$ cat src/rtl/thread_mt_if.sv
// Unit-bus types and the thread_mt unit request/response interface.
package thread_mt_pkg;
   typedef enum logic [1:0] {NONE = 2'd0, MEM = 2'd1, ALU = 2'd2} unit_sel_t;
   localparam logic [31:0] MEM_CTRL_READ = 32'h0000_0000;
   localparam logic [31:0] ALU_ADD       = 32'h0000_0000;
   // Comparison ops are ALU_BRANCH | funct3; the unit returns the outcome in bit 0.
   localparam logic [31:0] ALU_BRANCH    = 32'h0000_0010;
endpackage

interface thread_mt_if #(parameter int unsigned NUM_THREADS = 2);
   import thread_mt_pkg::*;
   localparam int unsigned TW = (NUM_THREADS > 1) ? $clog2(NUM_THREADS) : 1;
   logic            unit_valid;
   logic            unit_ready;
   unit_sel_t       unit_sel;
   logic [31:0]     unit_ctrl;
   logic [31:0]     unit_in0;
   logic [31:0]     unit_in1;
   logic [31:0]     unit_out;
   logic [TW-1:0]   thread_id;

   modport master (output unit_valid, unit_sel, unit_ctrl, unit_in0, unit_in1, thread_id,
                   input  unit_ready, unit_out);
   modport slave  (input  unit_valid, unit_sel, unit_ctrl, unit_in0, unit_in1, thread_id,
                   output unit_ready, unit_out);
endinterface

$ cat src/rtl/thread_mt.sv
// Round-robin multithreaded RV32I sequencer sharing one external unit bus.
// Optional retired-instruction counters: define THREAD_MT_RETIRE_CNT_EN.
module thread_mt
   import thread_mt_pkg::*;
#(
   parameter int unsigned NUM_THREADS = 2,
   parameter logic [31:0] RESET_PC    = 32'h0000_0000
) (
   input  logic                          clk,
   input  logic                          rst_n,
   input  logic [NUM_THREADS-1:0]        run_en,
   thread_mt_if.master                   bus,
   output logic [NUM_THREADS-1:0]        halted,
   output logic [NUM_THREADS-1:0][31:0]  retired
);
   localparam int unsigned TW = (NUM_THREADS > 1) ? $clog2(NUM_THREADS) : 1;
   localparam logic [6:0] OPC_LUI = 7'h37, OPC_AUIPC = 7'h17, OPC_JAL = 7'h6F,
                          OPC_JALR = 7'h67, OPC_BRANCH = 7'h63, OPC_OPIMM = 7'h13,
                          OPC_OP = 7'h33;

   typedef enum logic [1:0] {FETCH, EXEC, NEXT_PC, HALT} phase_t;

   phase_t           phase_q [NUM_THREADS];
   phase_t           phase_d [NUM_THREADS];
   logic [31:0]      pc_q    [NUM_THREADS];
   logic [31:0]      pc_d    [NUM_THREADS];
   logic [31:0]      inst_q  [NUM_THREADS];
   logic [31:0]      inst_d  [NUM_THREADS];
   logic [NUM_THREADS-1:0] taken_q, taken_d;
   logic [TW-1:0]    cur_q, cur_d;
   logic             active_q, active_d;
   logic [31:0]      rf_q [NUM_THREADS][32];

   phase_t      ph;
   logic [31:0] pc, inst, imm_i, imm_u, imm_b, imm_j, rs1v, rs2v;
   logic [6:0]  opc;
   logic [4:0]  rd, rs1, rs2;
   logic [2:0]  f3;
   logic        valid, fire, exec_local, halt_now, wr_ok, wr_en, jalr, retire, handoff;
   unit_sel_t   sel;
   logic [31:0] ctrl, in0, in1, wr_data;
   logic [NUM_THREADS-1:0] elig;

   assign ph    = phase_q[cur_q];
   assign pc    = pc_q[cur_q];
   assign inst  = inst_q[cur_q];
   assign opc   = inst[6:0];
   assign rd    = inst[11:7];
   assign f3    = inst[14:12];
   assign rs1   = inst[19:15];
   assign rs2   = inst[24:20];
   assign imm_i = {{20{inst[31]}}, inst[31:20]};
   assign imm_u = {inst[31:12], 12'b0};
   assign imm_b = {{19{inst[31]}}, inst[31], inst[7], inst[30:25], inst[11:8], 1'b0};
   assign imm_j = {{11{inst[31]}}, inst[31], inst[19:12], inst[20], inst[30:21], 1'b0};
   assign rs1v  = (rs1 == 5'd0) ? '0 : rf_q[cur_q][rs1];
   assign rs2v  = (rs2 == 5'd0) ? '0 : rf_q[cur_q][rs2];

   // Unit request decode for the thread that currently owns the bus.
   always_comb begin
      valid = 1'b0; sel = NONE; ctrl = '0; in0 = '0; in1 = '0;
      exec_local = 1'b0; halt_now = 1'b0; wr_ok = 1'b0; jalr = 1'b0;
      if (active_q) begin
         unique case (ph)
            FETCH: begin
               valid = 1'b1; sel = MEM; ctrl = MEM_CTRL_READ; in0 = pc;
            end
            EXEC: begin
               case (opc)
                  OPC_LUI:   begin exec_local = 1'b1; wr_ok = 1'b1; end
                  OPC_AUIPC: begin valid = 1'b1; sel = ALU; in0 = pc; in1 = imm_u; wr_ok = 1'b1; end
                  OPC_JAL, OPC_JALR: begin
                     valid = 1'b1; sel = ALU; in0 = pc; in1 = 32'd4; wr_ok = 1'b1;
                  end
                  OPC_OP: begin
                     valid = 1'b1; sel = ALU; ctrl = {28'b0, inst[30], f3};
                     in0 = rs1v; in1 = rs2v; wr_ok = 1'b1;
                  end
                  OPC_OPIMM: begin
                     valid = 1'b1; sel = ALU; ctrl = {28'b0, inst[30] & (f3 == 3'b101), f3};
                     in0 = rs1v; in1 = imm_i; wr_ok = 1'b1;
                  end
                  OPC_BRANCH: begin
                     valid = 1'b1; sel = ALU; ctrl = ALU_BRANCH | {29'b0, f3};
                     in0 = rs1v; in1 = rs2v;
                  end
                  default: halt_now = 1'b1;
               endcase
            end
            NEXT_PC: begin
               valid = 1'b1; sel = ALU; ctrl = ALU_ADD;
               if (opc == OPC_JAL) begin
                  in0 = pc; in1 = imm_j;
               end else if (opc == OPC_BRANCH && taken_q[cur_q]) begin
                  in0 = pc; in1 = imm_b;
               end else if (opc == OPC_JALR) begin
                  in0 = rs1v; in1 = imm_i; jalr = 1'b1;
               end else begin
                  in0 = pc; in1 = 32'd4;
               end
            end
            HALT: ;
         endcase
      end
   end

   assign fire    = valid & bus.unit_ready;
   assign wr_en   = wr_ok & (fire | exec_local) & (rd != 5'd0);
   assign wr_data = exec_local ? imm_u : bus.unit_out;
   assign retire  = fire & (ph == NEXT_PC);
   assign handoff = retire | halt_now;

   assign bus.unit_valid = valid;
   assign bus.unit_sel   = sel;
   assign bus.unit_ctrl  = ctrl;
   assign bus.unit_in0   = in0;
   assign bus.unit_in1   = in1;
   assign bus.thread_id  = cur_q;

   always_comb begin
      int unsigned start, idx;
      logic        found;
      for (int unsigned t = 0; t < NUM_THREADS; t++) begin
         phase_d[t] = phase_q[t];
         pc_d[t]    = pc_q[t];
         inst_d[t]  = inst_q[t];
         elig[t]    = run_en[t] && (phase_q[t] != HALT);
      end
      taken_d  = taken_q;
      cur_d    = cur_q;
      active_d = active_q;
      found    = 1'b0;
      start    = 0;
      idx      = 0;
      unique case (ph)
         FETCH: if (fire) begin
            inst_d[cur_q]  = bus.unit_out;
            phase_d[cur_q] = EXEC;
         end
         EXEC: if (halt_now) begin
            phase_d[cur_q] = HALT;
         end else if (fire || exec_local) begin
            phase_d[cur_q] = NEXT_PC;
            taken_d[cur_q] = (opc == OPC_BRANCH) & bus.unit_out[0];
         end
         NEXT_PC: if (fire) begin
            pc_d[cur_q]    = jalr ? {bus.unit_out[31:1], 1'b0} : bus.unit_out;
            phase_d[cur_q] = FETCH;
         end
         HALT: ;
      endcase
      // On handoff the search starts after the owner; an idle bus restarts at the owner.
      if (halt_now) elig[cur_q] = 1'b0;
      if (handoff || !active_q) begin
         start = int'(cur_q) + (handoff ? 1 : 0);
         for (int unsigned k = 0; k < NUM_THREADS; k++) begin
            if (!found && elig[(start + k) % NUM_THREADS]) begin
               found = 1'b1;
               idx   = (start + k) % NUM_THREADS;
            end
         end
         active_d = found;
         if (found) cur_d = TW'(idx);
      end
   end

   always_ff @(posedge clk or negedge rst_n) begin
      if (!rst_n) begin
         for (int unsigned t = 0; t < NUM_THREADS; t++) begin
            phase_q[t] <= FETCH;
            pc_q[t]    <= RESET_PC;
            inst_q[t]  <= '0;
         end
         taken_q  <= '0;
         cur_q    <= '0;
         active_q <= 1'b0;
      end else begin
         for (int unsigned t = 0; t < NUM_THREADS; t++) begin
            phase_q[t] <= phase_d[t];
            pc_q[t]    <= pc_d[t];
            inst_q[t]  <= inst_d[t];
         end
         taken_q  <= taken_d;
         cur_q    <= cur_d;
         active_q <= active_d;
      end
   end

   // Register files keep their contents across reset.
   always_ff @(posedge clk) begin
      if (wr_en) rf_q[cur_q][rd] <= wr_data;
   end

   always_comb begin
      for (int unsigned t = 0; t < NUM_THREADS; t++) halted[t] = (phase_q[t] == HALT);
   end

`ifdef THREAD_MT_RETIRE_CNT_EN
   logic [NUM_THREADS-1:0][31:0] retired_q;
   always_ff @(posedge clk or negedge rst_n) begin
      if (!rst_n)      retired_q <= '0;
      else if (retire) retired_q[cur_q] <= retired_q[cur_q] + 32'd1;
   end
   assign retired = retired_q;
`else
   assign retired = '0;
`endif
endmodule

$ cat src/flat_wrapper.sv
// flat-port wrapper written by rule: the top's interface ports become plain ports
module thread_mt_flat import thread_mt_pkg::*;
#(
   parameter int unsigned NUM_THREADS = 2,
   parameter logic [31:0] RESET_PC    = 32'h0000_0000
)
  (clk, rst_n, run_en, halted, retired, bus_unit_valid, bus_unit_sel, bus_unit_ctrl, bus_unit_in0, bus_unit_in1, bus_thread_id, bus_unit_ready, bus_unit_out);
  thread_mt_if #(.NUM_THREADS(NUM_THREADS)) bus_i ();
  input  logic clk;
  input  logic rst_n;
  input  logic [NUM_THREADS-1:0] run_en;
  output logic [NUM_THREADS-1:0] halted;
  output logic [NUM_THREADS-1:0][31:0] retired;
  output wire logic [$bits(bus_i.unit_valid)-1:0] bus_unit_valid;
  output wire logic [$bits(bus_i.unit_sel)-1:0] bus_unit_sel;
  output wire logic [$bits(bus_i.unit_ctrl)-1:0] bus_unit_ctrl;
  output wire logic [$bits(bus_i.unit_in0)-1:0] bus_unit_in0;
  output wire logic [$bits(bus_i.unit_in1)-1:0] bus_unit_in1;
  output wire logic [$bits(bus_i.thread_id)-1:0] bus_thread_id;
  input wire logic [$bits(bus_i.unit_ready)-1:0] bus_unit_ready;
  input wire logic [$bits(bus_i.unit_out)-1:0] bus_unit_out;
  assign bus_unit_valid = bus_i.unit_valid;
  assign bus_unit_sel = bus_i.unit_sel;
  assign bus_unit_ctrl = bus_i.unit_ctrl;
  assign bus_unit_in0 = bus_i.unit_in0;
  assign bus_unit_in1 = bus_i.unit_in1;
  assign bus_thread_id = bus_i.thread_id;
  assign bus_i.unit_ready = bus_unit_ready;
  assign bus_i.unit_out = bus_unit_out;
  thread_mt #(.NUM_THREADS(NUM_THREADS), .RESET_PC(RESET_PC)) u_core (.clk(clk), .rst_n(rst_n), .run_en(run_en), .bus(bus_i), .halted(halted), .retired(retired));
endmodule
$ cat config.mk
export PLATFORM = sky130hd
export DESIGN_NAME = thread_mt_flat
export DESIGN_NICKNAME = d
export VERILOG_FILES = /design/src/rtl/thread_mt_if.sv /design/src/rtl/thread_mt.sv /design/src/flat_wrapper.sv
export SDC_FILE = /design/constraint.sdc
export NUM_CORES = 2
export LEC_CHECK = 0
export CAP_MARGIN = 40
export CORE_MARGIN = 5
export CORE_UTILIZATION = 25
export DETAILED_ROUTE_END_ITERATION = 10
export PLACE_DENSITY = 0.36
export SLEW_MARGIN = 20
export SYNTH_ARGS = -nofsm -noshare
export SYNTH_HDL_FRONTEND = slang
export SYNTH_SLANG_ARGS = --single-unit
$ cat constraint.sdc
create_clock -name clk -period 13.9 [get_ports clk]
set_input_delay 2.78 -clock clk [delete_from_list [all_inputs] [get_ports clk]]
set_output_delay 2.78 -clock clk [all_outputs]
set_load 0.005 [all_outputs]
==> results by group <==
Layout
  • Area Growth Syn to Fin: 17.3%
  • Share of layout cells above drive strength 1: 20.7%
  • Nets: 7696

Detailed routing
  • DRC: 0
  • DR vias: 72800
  • Routed WL: 490000 um
  • Via density per instance: 5.45
  • Final antenna-violating net count: 0
  • DR WL/cell: 36.7 um
  • Pre-Repair DR Iteration Count: 5
  • Initial DRC Count: 8263

Logic synthesis
  • Gate Count Post-Synth: 7395
  • Netlist cell types: 91
  • Synth warn: 0
  • Async set or reset register ratio after synthesis: 6.23%
  • Syn avg cell area: 14.1 um2
  • Top FF cell, synth: edfxtp_1
  • Area share of the largest cell type after synthesis: 58.9%
  • Area contributors post-synth: edfxtp_1 59%, mux4_2 12%, nand2_1 4.8%
  • Seq/Total Area, Yosys: 62.1%
  • Synth area leader: edfxtp_1
  • Yosys reg bits: 2184
  • Number of synthesized flops with an enable pin: 2048
  • Cell Area, Synth: 0.104 mm2

Floorplan
  • FP Rows: 237
  • Die W: 657 um
  • Ports: 203
  • Area of the core: 0.417 mm2
  • Die height: 657 um
  • Die footprint: 0.431 mm2
  • Initial Util: 25.1%

GRT
  • Vias in the first global route: 71500
  • First-pass GRT wire length: 654000 um
  • Largest net degree at the start of global routing: 121
  • Gr ovfl total: 0
  • Antenna violations before repair: 37
  • GRT Overall Usage: 21.9%

CTS
  • Clk sinks: 2184
  • Post_cts resized: 0
  • Setup Fix Bufs, Post-CTS: 0
  • Deepest clock path buffer count: 4
  • H-Tree Depth: 5
  • CTS tree: done
  • Root buffer cell: clkbuf_16
  • CTS Buf Count: 263
  • Clock Pin Slew Worst Setup and Hold Paths: 50 ps
  • Post-CTS Hold Buffers: 0
  • Clk_lat worst skew: 910 ps

Critical path
  • Sequence of cells on the critical path: buf_4, mux2_8, buf_4, buf_4, mux2i_1, a221oi_1, a31oi_1, a211oi_1, a211oi_2, buf_4, o21a_1, a211oi_1, clkdlybuf4s50_1
  • WS Path Type: register to primary output
  • Most common cell on crit path: buf_4
  • Worst R2R Start: u_core.bus.thread_id$_DFFE_PN0P_
  • Max FO, Critical Path: 51
  • Cells on worst reg2reg path: 12
  • Family with the most delay on the worst path: buffers and inverters
  • Critical path launch point type: register
  • Buffers & Inverters on Critical Path: 5
  • FF-to-FF setup slack: 7540 ps
  • Crit path arrival time: 7590 ps
  • Data required time of the worst path: 11120 ps
  • Crit. End Element: primary output
  • Max incr delay on CP: 920 ps
  • Slowest CP cell: dfrtp_4
  • Reg2Reg Capture Point: u_core.rf_q[1][662]$_DFFE_PP_

Power and ir drop
  • Leak: 40.0 nW
  • Int Pwr: 15.8 mW
  • Pwr dens: 232 mW/mm2
  • Sw Share: 44.3%
  • Switching Power: 12.6 mW
  • Register share of total power: 27.1%
  • Clk network pwr share: 23.9%
  • Combinational power share: 49.0%
  • VDD IR-drop max: 0.332 mV

Timing
  • Final setup viols: 0
  • Fin crit share: 74.6%
  • Clock Skews: 33.8 ps
  • Setup repair after global routing missed its margin: false
  • Worst slew margin: 17.0%
  • Max Slew Vio Count: 0
  • Final Hold Viols: 0
  • Setup TNS: 0 ps
  • Min Clock Period, post-route: 10370 ps
  • Fmax: 96.4 MHz
  • Slew @ Worst Pin: 1240 ps
  • Worst Hold Slack: 504 ps

Place
  • GPL Wtd Cong: 0.815
  • PortBufs: 111
  • Dpl hpwl: 303000 um

Worst hold path
  • Hold Path End: u_core.pc_q[29]$_DFFE_PN0P_
  • Hold Crit Depth: 1
  • Hold Crit Class: register to register
  • Hold wc startpoint: u_core.pc_q[29]$_DFFE_PN0P_

Run status
  • Status: finished clean

Flow run
  • Max Cap Viol: 0
## synthesized netlist by cell type, drive strengths merged, types with 136 or more instances
master	count
dfrtp	136
nand3	425
nor2	193
mux4	547
mux2i	456
clkbuf	181
buf	466
o22ai	149
mux2	159
edfxtp	2048
a21oi	261
nand2	1350
## placed cells by master (no fill, tap or decap), types with 42 or more instances in the layout
cell             Yosys  layout
edfxtp_1          2048    2048
nand2_1           1347    1338
mux4_2             547     547
mux2i_1            454     448
nand3_1            424     422
buf_4              162     301
clkbuf_16            0     277
a21oi_1            257     253
mux2_2             155     155
conb_1               1     155
o22ai_1            149     148
dfrtp_1            136     129
nor2_1             191     121
a211oi_1           122     121
a31oi_1            119     117
clkdlybuf4s50_1      0     110
nand4_1            105     105
nor2b_1            105     103
clkbuf_1           180      75
nor2_4               0      66
a32oi_1             50      49
o21ai_0             68      49
clkinv_1             1      49
nor3_1              42      42
## per-stage QoR
step / cells / utilization [%] / total power [mW] / setup WS (ps) / area (um2)
finish: 13400 / 29.4 / 28.4 / 3530 / 123000
global placement: 12800 / 27.1 / 21.6 / 2990 / 113000
detailed placement: 12900 / 27.5 / 21.7 / 4370 / 114000
global route: 13400 / 29.4 / 29.4 / 3260 / 123000
CTS: 13300 / 29.4 / 28.5 / 3390 / 123000
floorplan: 7549 / - / 15.7 / 7420 / 105000
## flip-flops by register name (all words and copies together) (netlist names)
signal	flops
u_core.phase_q	4
u_core.bus.thread_id	1
u_core.taken_q	2
u_core.pc_q	64
u_core.active_q	1
u_core.rf_q	2048
u_core.inst_q	64
## worst max-delay path by stage
stage / from / to / slack, ps / cells past startpoint
after floorplan: u_core.bus.thread_id$_DFFE_PN0P_ / bus_unit_in1[14] / 7420 / 17
after global placement: u_core.bus.thread_id$_DFFE_PN0P_ / bus_unit_in1[18] / 2990 / 11
after detailed placement: u_core.bus.thread_id$_DFFE_PN0P_ / bus_unit_in1[6] / 4370 / 13
after CTS: u_core.bus.thread_id$_DFFE_PN0P_ / bus_unit_in1[6] / 3390 / 13
after global routing: u_core.bus.thread_id$_DFFE_PN0P_ / bus_unit_in1[6] / 3260 / 13
final: u_core.bus.thread_id$_DFFE_PN0P_ / bus_unit_in1[6] / 3530 / 13
## area by class of cell
cell class                      count  area (um2)
Clock buffer                      356        7270
Timing Repair Buffer              488        4900
Sequential cell                  2184       64900
Antenna cell                       10        25.0
Clock inverter                    105         870
Tap cell                         5497        6880
Multi-Input combinational cell   4706       37700
Inverter                           12        47.5
Fill cell                       41400      294000
## power by group through the flow
stage / clock, mW / sequential, mW / combinational [mW]
final: 6.79 / 7.72 / 13.9
after global routing: 7.20 / 7.73 / 14.5
after CTS: 6.94 / 7.71 / 13.9
after detailed placement: 0 / 7.84 / 13.9
after global placement: 0 / 7.83 / 13.8
after floorplan: 0 / 7.64 / 8.03
## metal layers
layer / wire, um / track usage (%) / vias up
li1: - / - / 29300
met1: 215000 / 30.6 / 39200
met2: 222000 / 34.5 / 3523
met3: 35200 / 3.88 / 695
met4: 17200 / 6.75 / 4
met5: 26 / 0 / -
## cells by family after synthesis
kind of cell	after synthesis	share of synthesized area, %
adder cells (fa/ha/maj)	4	0.0479
AO/OA/AOI/OAI	1020	6.51
AND/OR/NAND/NOR	2363	9.98
other	1	0.00359
buffers and inverters	659	3.44
XOR/XNOR	2	0.0168
multiplexers	1162	17.9
flip-flops	2184	62.1
(Power assumes the default switching activity.)
